`src/rtl/vend_pkg.sv`:
```
// Shared definitions for the vending controller: coin codes and values, FSM states, credit width.
package vend_pkg;

  localparam int unsigned CREDIT_W = 8;

  localparam logic [1:0] COIN_NICKEL  = 2'b00;
  localparam logic [1:0] COIN_DIME    = 2'b01;
  localparam logic [1:0] COIN_QUARTER = 2'b10;
  localparam logic [1:0] COIN_DOLLAR  = 2'b11;

  localparam logic [CREDIT_W-1:0] VAL_NICKEL  = 8'd5;
  localparam logic [CREDIT_W-1:0] VAL_DIME    = 8'd10;
  localparam logic [CREDIT_W-1:0] VAL_QUARTER = 8'd25;
  localparam logic [CREDIT_W-1:0] VAL_DOLLAR  = 8'd100;

  typedef enum logic [1:0] {
    IDLE     = 2'd0,
    COLLECT  = 2'd1,
    DISPENSE = 2'd2,
    CHANGE   = 2'd3
  } state_e;

  function automatic logic [CREDIT_W-1:0] coin_value(input logic [1:0] code);
    case (code)
      COIN_NICKEL:  coin_value = VAL_NICKEL;
      COIN_DIME:    coin_value = VAL_DIME;
      COIN_QUARTER: coin_value = VAL_QUARTER;
      default:      coin_value = VAL_DOLLAR;
    endcase
  endfunction

endpackage

```
`src/rtl/vend_timer.sv`:
```
// Loadable down-counter shared by the COLLECT inactivity timeout and the dispense pulse width.
module vend_timer #(
  parameter int unsigned W = 10
) (
  input  logic         clk,
  input  logic         reset,
  input  logic         load,
  input  logic         en,
  input  logic [W-1:0] load_val,
  output logic         expired_c
);

  logic [W-1:0] count;

  always_ff @(posedge clk or negedge reset) begin
    if (!reset) begin
      count <= '0;
    end else if (load) begin
      count <= load_val;
    end else if (en && (count != '0)) begin
      count <= count - W'(1);
    end
  end

  assign expired_c = (count == '0);

endmodule

```
`src/rtl/vend_controller.sv`:
```
// Vending sequencer: coin credit, product select, dispense pulse, change handshake, idle refund.
// Optional VEND_SALES_COUNT_EN adds a saturating sales_count output.
module vend_controller
  import vend_pkg::*;
#(
  parameter int unsigned PRICE        = 75,
  parameter int unsigned MAX_CREDIT   = 255,
  parameter int unsigned TIMEOUT_CYC  = 1000,
  parameter int unsigned DISPENSE_CYC = 4
) (
  input  logic                clk,
  input  logic                reset,
  input  logic                coin_valid,
  input  logic [1:0]          coin_type,
  input  logic                sel,
  input  logic                cancel,
  input  logic                change_ack,
  output logic                coin_reject,
  output logic                dispense,
  output logic                change_valid,
  output logic [CREDIT_W-1:0] change_amt,
  output logic [CREDIT_W-1:0] credit,
  output logic                busy
`ifdef VEND_SALES_COUNT_EN
  ,
  output logic [15:0]         sales_count
`endif
);

  localparam int unsigned SUM_W   = CREDIT_W + 1;
  localparam int unsigned TMR_MAX = (TIMEOUT_CYC > DISPENSE_CYC) ? TIMEOUT_CYC : DISPENSE_CYC;
  localparam int unsigned TMR_W   = $clog2(TMR_MAX + 1);

  state_e              state;
  logic [CREDIT_W-1:0] coin_val;
  logic [SUM_W-1:0]    credit_sum;
  logic                coin_fits;
  logic                sel_ok;
  logic                coin_ok;
  logic                tmr_load;
  logic                tmr_en;
  logic [TMR_W-1:0]    tmr_load_val;
  logic                tmr_expired;

  assign coin_val   = coin_value(coin_type);
  assign credit_sum = {1'b0, credit} + {1'b0, coin_val};
  assign coin_fits  = (credit_sum <= SUM_W'(MAX_CREDIT));
  assign coin_ok    = coin_valid && coin_fits;
  assign sel_ok     = sel && (credit >= CREDIT_W'(PRICE));

  // Timer control mirrors the FSM priority: cancel > sel > coin > count down.
  always_comb begin
    tmr_load     = 1'b0;
    tmr_en       = 1'b0;
    tmr_load_val = '0;
    case (state)
      IDLE: begin
        if (coin_ok) begin
          tmr_load     = 1'b1;
          tmr_load_val = TMR_W'(TIMEOUT_CYC - 1);
        end
      end
      COLLECT: begin
        if (cancel) begin
          tmr_load = 1'b0;
        end else if (sel_ok) begin
          tmr_load     = 1'b1;
          tmr_load_val = TMR_W'(DISPENSE_CYC - 1);
        end else if (coin_ok) begin
          tmr_load     = 1'b1;
          tmr_load_val = TMR_W'(TIMEOUT_CYC - 1);
        end else begin
          tmr_en = 1'b1;
        end
      end
      DISPENSE: tmr_en = 1'b1;
      default:  tmr_en = 1'b0;
    endcase
  end

  vend_timer #(
    .W(TMR_W)
  ) u_timer (
    .clk      (clk),
    .reset    (reset),
    .load     (tmr_load),
    .en       (tmr_en),
    .load_val (tmr_load_val),
    .expired_c(tmr_expired)
  );

  // Sequencer with registered outputs; credit stays visible in CHANGE until the ack.
  always_ff @(posedge clk or negedge reset) begin
    if (!reset) begin
      state        <= IDLE;
      credit       <= '0;
      coin_reject  <= 1'b0;
      dispense     <= 1'b0;
      change_valid <= 1'b0;
      change_amt   <= '0;
      busy         <= 1'b0;
`ifdef VEND_SALES_COUNT_EN
      sales_count  <= '0;
`endif
    end else begin
      coin_reject <= 1'b0;
      case (state)
        IDLE: begin
          if (coin_valid) begin
            if (coin_fits) begin
              credit <= coin_val;
              state  <= COLLECT;
            end else begin
              coin_reject <= 1'b1;
            end
          end
        end
        COLLECT: begin
          if (cancel) begin
            coin_reject  <= coin_valid;
            change_amt   <= credit;
            change_valid <= 1'b1;
            busy         <= 1'b1;
            state        <= CHANGE;
          end else if (sel_ok) begin
            coin_reject <= coin_valid;
            credit      <= credit - CREDIT_W'(PRICE);
            dispense    <= 1'b1;
            busy        <= 1'b1;
            state       <= DISPENSE;
`ifdef VEND_SALES_COUNT_EN
            if (sales_count != 16'hFFFF) sales_count <= sales_count + 16'd1;
`endif
          end else if (coin_ok) begin
            credit <= credit_sum[CREDIT_W-1:0];
          end else begin
            coin_reject <= coin_valid;
            if (tmr_expired) begin
              change_amt   <= credit;
              change_valid <= 1'b1;
              busy         <= 1'b1;
              state        <= CHANGE;
            end
          end
        end
        DISPENSE: begin
          coin_reject <= coin_valid;
          if (tmr_expired) begin
            dispense <= 1'b0;
            if (credit != '0) begin
              change_amt   <= credit;
              change_valid <= 1'b1;
              state        <= CHANGE;
            end else begin
              busy  <= 1'b0;
              state <= IDLE;
            end
          end
        end
        CHANGE: begin
          coin_reject <= coin_valid;
          if (change_ack) begin
            credit       <= '0;
            change_valid <= 1'b0;
            change_amt   <= '0;
            busy         <= 1'b0;
            state        <= IDLE;
          end
        end
        default: state <= IDLE;
      endcase
    end
  end

endmodule

```
`config.mk`:
```
export PLATFORM = sky130hd
export DESIGN_NAME = vend_controller
export DESIGN_NICKNAME = d
export VERILOG_FILES = /design/src/rtl/vend_pkg.sv /design/src/rtl/vend_timer.sv /design/src/rtl/vend_controller.sv
export SDC_FILE = /design/constraint.sdc
export NUM_CORES = 1
export LEC_CHECK = 0
export BUFFER_PORTS_ARGS = -buffer_cell sky130_fd_sc_hd__buf_2
export CAP_MARGIN = 30
export CORE_UTILIZATION = 30
export CTS_BUF_LIST = sky130_fd_sc_hd__clkbuf_4 sky130_fd_sc_hd__clkbuf_8
export CTS_CLUSTER_DIAMETER = 120
export DETAILED_ROUTE_END_ITERATION = 10
export GPL_ROUTABILITY_DRIVEN = 0
export SLEW_MARGIN = 20
export SYNTH_ARGS = -nofsm -noshare
export SYNTH_HDL_FRONTEND = slang
export SYNTH_SLANG_ARGS = --single-unit
```
`constraint.sdc`:
```
create_clock -name clk -period 5.8 [get_ports clk]
set_input_delay 0.29 -clock clk [delete_from_list [all_inputs] [get_ports clk]]
set_output_delay 0.29 -clock clk [all_outputs]
set_load 0.02 [all_outputs]
```
---- Yosys cells after proc, flatten, opt, wreduce, memory -nomap -nowiden ----
Cells that the tools add are included.
storage, ports and cells
  bits in registers ....................... 32
  input port bits ......................... 8
  output and inout port bits .............. 20
  word-level logic and storage cells ...... 112
operators by class
  add/subtract/negate cells ............... 3
  order comparisons ....................... 2
  eq/ne operators ......................... 19
  multiplexer cells ....................... 62
  reductions and logical operators ........ 18
operator list
  cell                   count
  $mux 8                 12
  $mux 10                5
  $pmux 8 s3             2
  $mux 1                 25
  $pmux 7 s3             1
  $pmux 10 s2            1
  $mux 2                 9
  $reduce_and 6->1       3
  $ne 2x2->1 const B     8
  $ne 3x3->1 const B     4
  $logic_not 10->1       1
  $reduce_bool 10->1     1
  $sub 10x1->10 const B  1
  $add 8x8->9            1
  $le 9x8->1 const B     1
  $pmux 1 s3             3
  $ge 8x7->1 const B     1
  $ne 4x4->1 const B     2
  $pmux 2 s4             1
  $reduce_bool 8->1      1
  $sub 8x7->8 const B    1
  $reduce_and 7->1       1
  $eq 2x2->1 const B     3
  $pmux 1 s2             3
  7 further kinds        13

---- Longest topological paths before layout ----
  depth after elaboration ................. 12
  mapped depth ............................ 11
  depth with buffers taken out ............ 10

---- Cells and area by module ----
A second synthesis with hierarchy kept.
second synthesis, totals
  cell total of the unflattened synthesis .. 286
  area, all modules ....................... 2,527.4 sq um
modules (own cells, without submodules)
  module           times used  cells each  area an instance (sq um)  sequential area each (sq um)
  vend_controller  1           219         1,905.6                   550.5
  vend_timer       1           67          621.8                     250.2

---- Worst setup path after synthesis ----
Ideal clock, no wire load.
  kind .................................... register to register
  start ................................... register credit[0]
  end ..................................... register busy
  setup time .............................. 0.128 ns
  data arrival time ....................... 2.703 ns
  data required time ...................... 5.672 ns
  path slack .............................. 2.969 ns
  stages on the path, launching flop included .. 10
  path buffers ............................ 0
  period minus slack after synthesis ...... 2.831 ns
  path through ............................ dfrtp_1 -> ha_1 -> inv_1 -> fa_1 -> nor2b_1 -> o31a_1 -> o311ai_2 -> a21o_1 -> a2111oi_4 -> mux2_1
on the way
  cells in the longest elaborated chain, start to end .. 5
  elaborated cells between the ends (all ways) .. 13
  those cells by class .................... 1 x add/sub; 2 x order compare; 3 x eq/ne; 3 x mux; 4 x reduce/logical
RTL lines
  what                                                                    RTL line                                       RTL
  start, declared                                                         vend_controller.sv:22                          output logic [CREDIT_W-1:0] credit,
  start signal, assigned                                                  vend_controller.sv:111                         credit <= coin_val;
  start signal, assigned                                                  vend_controller.sv:127                         credit <= credit - CREDIT_W'(PRICE);
  start signal, assigned                                                  vend_controller.sv:135                         credit <= credit_sum[CREDIT_W-1:0];
  $add 8x8->9 / $ge 8x7->1 (equally long branches)                        vend_controller.sv:46, vend_controller.sv:49
  $le 9x8->1 / $logic_and 1x1->1 (equally long branches)                  vend_controller.sv:47, vend_controller.sv:49
  $logic_and 1x1->1 / $mux 1 (equally long branches)                      vend_controller.sv:48, vend_controller.sv:125
  $ne 4x4->1 (no source line) / $mux 1 (equally long branches)            n/a
  $reduce_and 6->1 (no source line) / $pmux 1 s3 (equally long branches)  n/a
  end signal, assigned                                                    vend_controller.sv:101                         busy <= 1'b0;
  end signal, assigned                                                    vend_controller.sv:123                         busy <= 1'b1;
  end signal, assigned                                                    vend_controller.sv:129                         busy <= 1'b1;
  end, declared                                                           vend_controller.sv:23                          output logic busy
Parallel ways exist; a longest one is shown, timed or not.
A chain may end at the register's enable or synchronous reset.

---- Final worst setup path ----
  start ................................... register credit[0]
  end ..................................... register credit[0]
on the way
  cells in the longest elaborated chain, start to end .. 5
  elaborated cells between the ends (all ways) .. 13
  those cells by class .................... 2 x add/sub; 2 x order compare; 2 x eq/ne; 4 x mux; 3 x reduce/logical
RTL lines
  what                                                                    RTL line                                       RTL
  $add 8x8->9 / $ge 8x7->1 (equally long branches)                        vend_controller.sv:46, vend_controller.sv:49
  $le 9x8->1, or another cell as far along                                vend_controller.sv:47                          assign coin_fits = (credit_sum <= SUM_W'(MAX_CREDIT));
  $logic_and 1x1->1 / $mux 8 (equally long branches)                      vend_controller.sv:48, vend_controller.sv:125
  $ne 3x3->1 (no source line) / $mux 8 (equally long branches)            n/a
  $reduce_and 6->1 (no source line) / $pmux 8 s3 (equally long branches)  n/a
Parallel ways exist; a longest one is shown, timed or not. The select of a mux whose other input is x is not followed.

==> run_results.csv <==
group,metric,value,unit
outcome,status,"completed",
clock_tree,clk_pin_slew,0.08,ns
clock_tree,cts_tree,"done",
sta,period_share,56.9,%
sta,report.final.slew_viol_count,0,
clock_tree,clockRootBuffer,"clkbuf_8",
sta,relSlewSlack,43.2,%
layout,final_cell_mix,"32 x dfrtp_1, 27 x buf_2, 20 x nor2_1, 19 x inv_1, 18 x ha_1",
route,totalWireLength,6790,um
sta,final_hold_viol_count,0,
placed_design,portBuffers,27,
floorplanning,die_w,94.0,um
route,ant_nets,0,
route,drcViolationCount,0,
placed_design,place_hpwl,5070,um
global_route,grt.overflow.total,0,
hold_path,hold_class,"input pin to asynchronous set/reset pin",
setup_path,crit_path_top_delay_cell,"a31oi_1",
layout,multiInputGateArea,1590,um^2
route,viasPerCell,5.80,
floorplanning,row_count,33,
clock_tree,cts_resized,0,
pwr,leakage,1.26,nW
sta,setup_viol,0,
route,vias,2350,
sta,max_freq,0.303,GHz
global_route,grt_pass1_wl,11100,um
clock_tree,cts_max_path_buffers,2,
yosys,ys_ff_latch,32,
layout,num-fill-cells,853,
sta,skew,0.00917,ns
yosys,synth_top_area_cell,"dfrtp_1",
floorplanning,io_pins,28,
yosys,synth.avg_cell_area,9.06,um^2
setup_path,endpoint_kind,"flop",
setup_path,crit_family,"compound AO/OA/AOI/OAI gates",
setup_path,worst-path-buf-inv,1,
layout,insertedDiodeCount,0,
floorplanning,start_util,30.9,%
clock_tree,cts_setup_buffers,0,
route,dr.pass1.iters,5,
setup_path,critical-path-max-stage-delay,0.78,ns
run,cap_violations,0,
setup_path,path_cells,"ha_1, inv_1, fa_1, nor2b_1, o31a_1, o311ai_2, a31oi_1, a21boi_0, a221oi_1",
sta,rsz0062_at_grt,"no",
setup_path,ff2ff_setup_slack,2.50,ns
yosys,synth_top_flop_cell,"dfrtp_1",
pwr,power.density,577,nW/um^2
layout,final_common_cell,"dfrtp_1",
yosys,synth_area,2540,um^2
pwr,power,1.63,mW
global_route,grt_max_degree,33,
global_route,grt_pass1_vias,2191,
clock_tree,numCtsBuffers,5,
clock_tree,clk_latency,0.29,ns
floorplanning,die_area,8830,um^2
sta,tns,0,ns
pwr,vdd_drop_max,0.000207,V
layout,drive_gt1_share,18.7,%
setup_path,start_kind,"flop",
setup_path,critPathKind,"flop to flop",
clock_tree,numClockSinks,32,
yosys,ys_seq_area_share,31.6,%
global_route,grt_usage,16.1,%
yosys,synth-edff-count,0,
setup_path,cp_max_fo,12,
setup_path,crit_arrival,3.48,ns
clock_tree,h-tree-depth,2,
yosys,synth.area.top_cells,"dfrtp_1 32%, ha_1 8.9%, a21oi_1 3.2%",
setup_path,r2r_cells,9,
yosys,syn_inst,280,
yosys,synth.distinct_cells,64,
yosys,synth_nets,307,
yosys,yosysWarnings,0,
yosys,postSynth.asyncResetShare,100,%
setup_path,reg2reg_to,"credit[0]",
layout,ff_latch_area,801,um^2
yosys,synth_top_area_share,31.6,%
route,wire_per_inst,16.8,um
setup_path,critical_path_required,5.99,ns
sta,worst_slew_pin_slew,0.847,ns
floorplanning,die_y,94.0,um
floorplanning,floorplan.core_area,8220,um^2
sta,period_minus_slack,3.30,ns
route,drtIter0Drc,162,
clock_tree,ctsHoldBuffers,0,
setup_path,rr_startpoint,"credit[0]",
global_route,antenna_found_initial,0,
layout,area_growth,11.5,%
layout,finalNetCount,326,
==> Yosys cell counts, drive strengths merged (4+ instances only) <==
cell	count
dfrtp	32
nor2	20
inv	19
ha	18
a21oi	16
o21ai	16
nand2	14
clkbuf	12
a22o	9
a211oi	8
a31oi	8
nor3	8
o31ai	7
or3	6
or4	6
a21o	5
o211a	5
buf	4
nor4	4
==> stage by stage <==
stage	cells	utilization, %	setup slack [ns]	hold WS [ns]	area (um^2)
6_report	405	34.4	2.50	0.0527	2830
5_1_grt	405	34.4	2.20	0.101	2830
4_1_cts	405	34.4	2.57	0.0773	2830
3_5_place_dp	397	33.3	2.47	0.393	2740
3_3_place_gp	397	33.3	2.58	0.389	2740
2_1_floorplan	280	-	2.97	-0.00559	2540
==> how the worst max path moves through the flow <==
stage	startpoint	depth (start not counted)	end	slack (ns)
6_report	credit[0]	9	credit[0]	2.50
5_1_grt	credit[0]	9	credit[0]	2.20
4_1_cts	credit[0]	9	credit[0]	2.57
3_5_place_dp	coin_type[0]	11	credit[0]	2.47
3_3_place_gp	coin_type[0]	11	credit[0]	2.58
2_1_floorplan	credit[0]	9	busy	2.97
==> registers in the layout (all words and copies together) (netlist names) <==
| register | flops |
|---|---|
| change_valid | 1 |
| u_timer.count | 10 |
| credit | 8 |
| dispense | 1 |
| coin_reject | 1 |
| busy | 1 |
| state | 2 |
| change_amt | 8 |
==> cell families (layout without fill, tap and decap cells) <==
kind of cell | after synthesis | in the layout | share of synthesized area (%)
adders and majority gates | 19 | 19 | 9.66
and+or+nand+nor | 72 | 72 | 14.7
xor gates and xnor gates | 5 | 5 | 1.73
DFF | 32 | 32 | 31.6
AOI/OAI and AO/OA | 116 | 116 | 36.1
muxes | 1 | 1 | 0.444
buffers and inverters | 35 | 55 | 5.77
==> routing by layer <==
metal | GRT usage, % | routed length, um
met1 | 21.0 | 3080
met2 | 27.2 | 3380
met3 | 2.91 | 281
met4 | 4.10 | 52
met5 | 0 | 0
==> area by class of cell <==
type,instances,share of cell area (%)
Clock inverter,3,0.840
Inverter,19,2.52
Timing Repair Buffer,28,5.04
Clock buffer,5,2.43
Multi-Input combinational cell,213,56.2
Tap cell,105,4.64
Sequential cell,32,28.3
==> power by group <==
part | leakage (nW) | internal (mW) | switching [mW]
logic | 0.829 | 0.413 | 0.601
clock network | 0.0404 | 0.0850 | 0.0942
registers | 0.394 | 0.317 | 0.122
total | 1.26 | 0.815 | 0.817
Note: power is estimated with default switching activity, not from simulation.
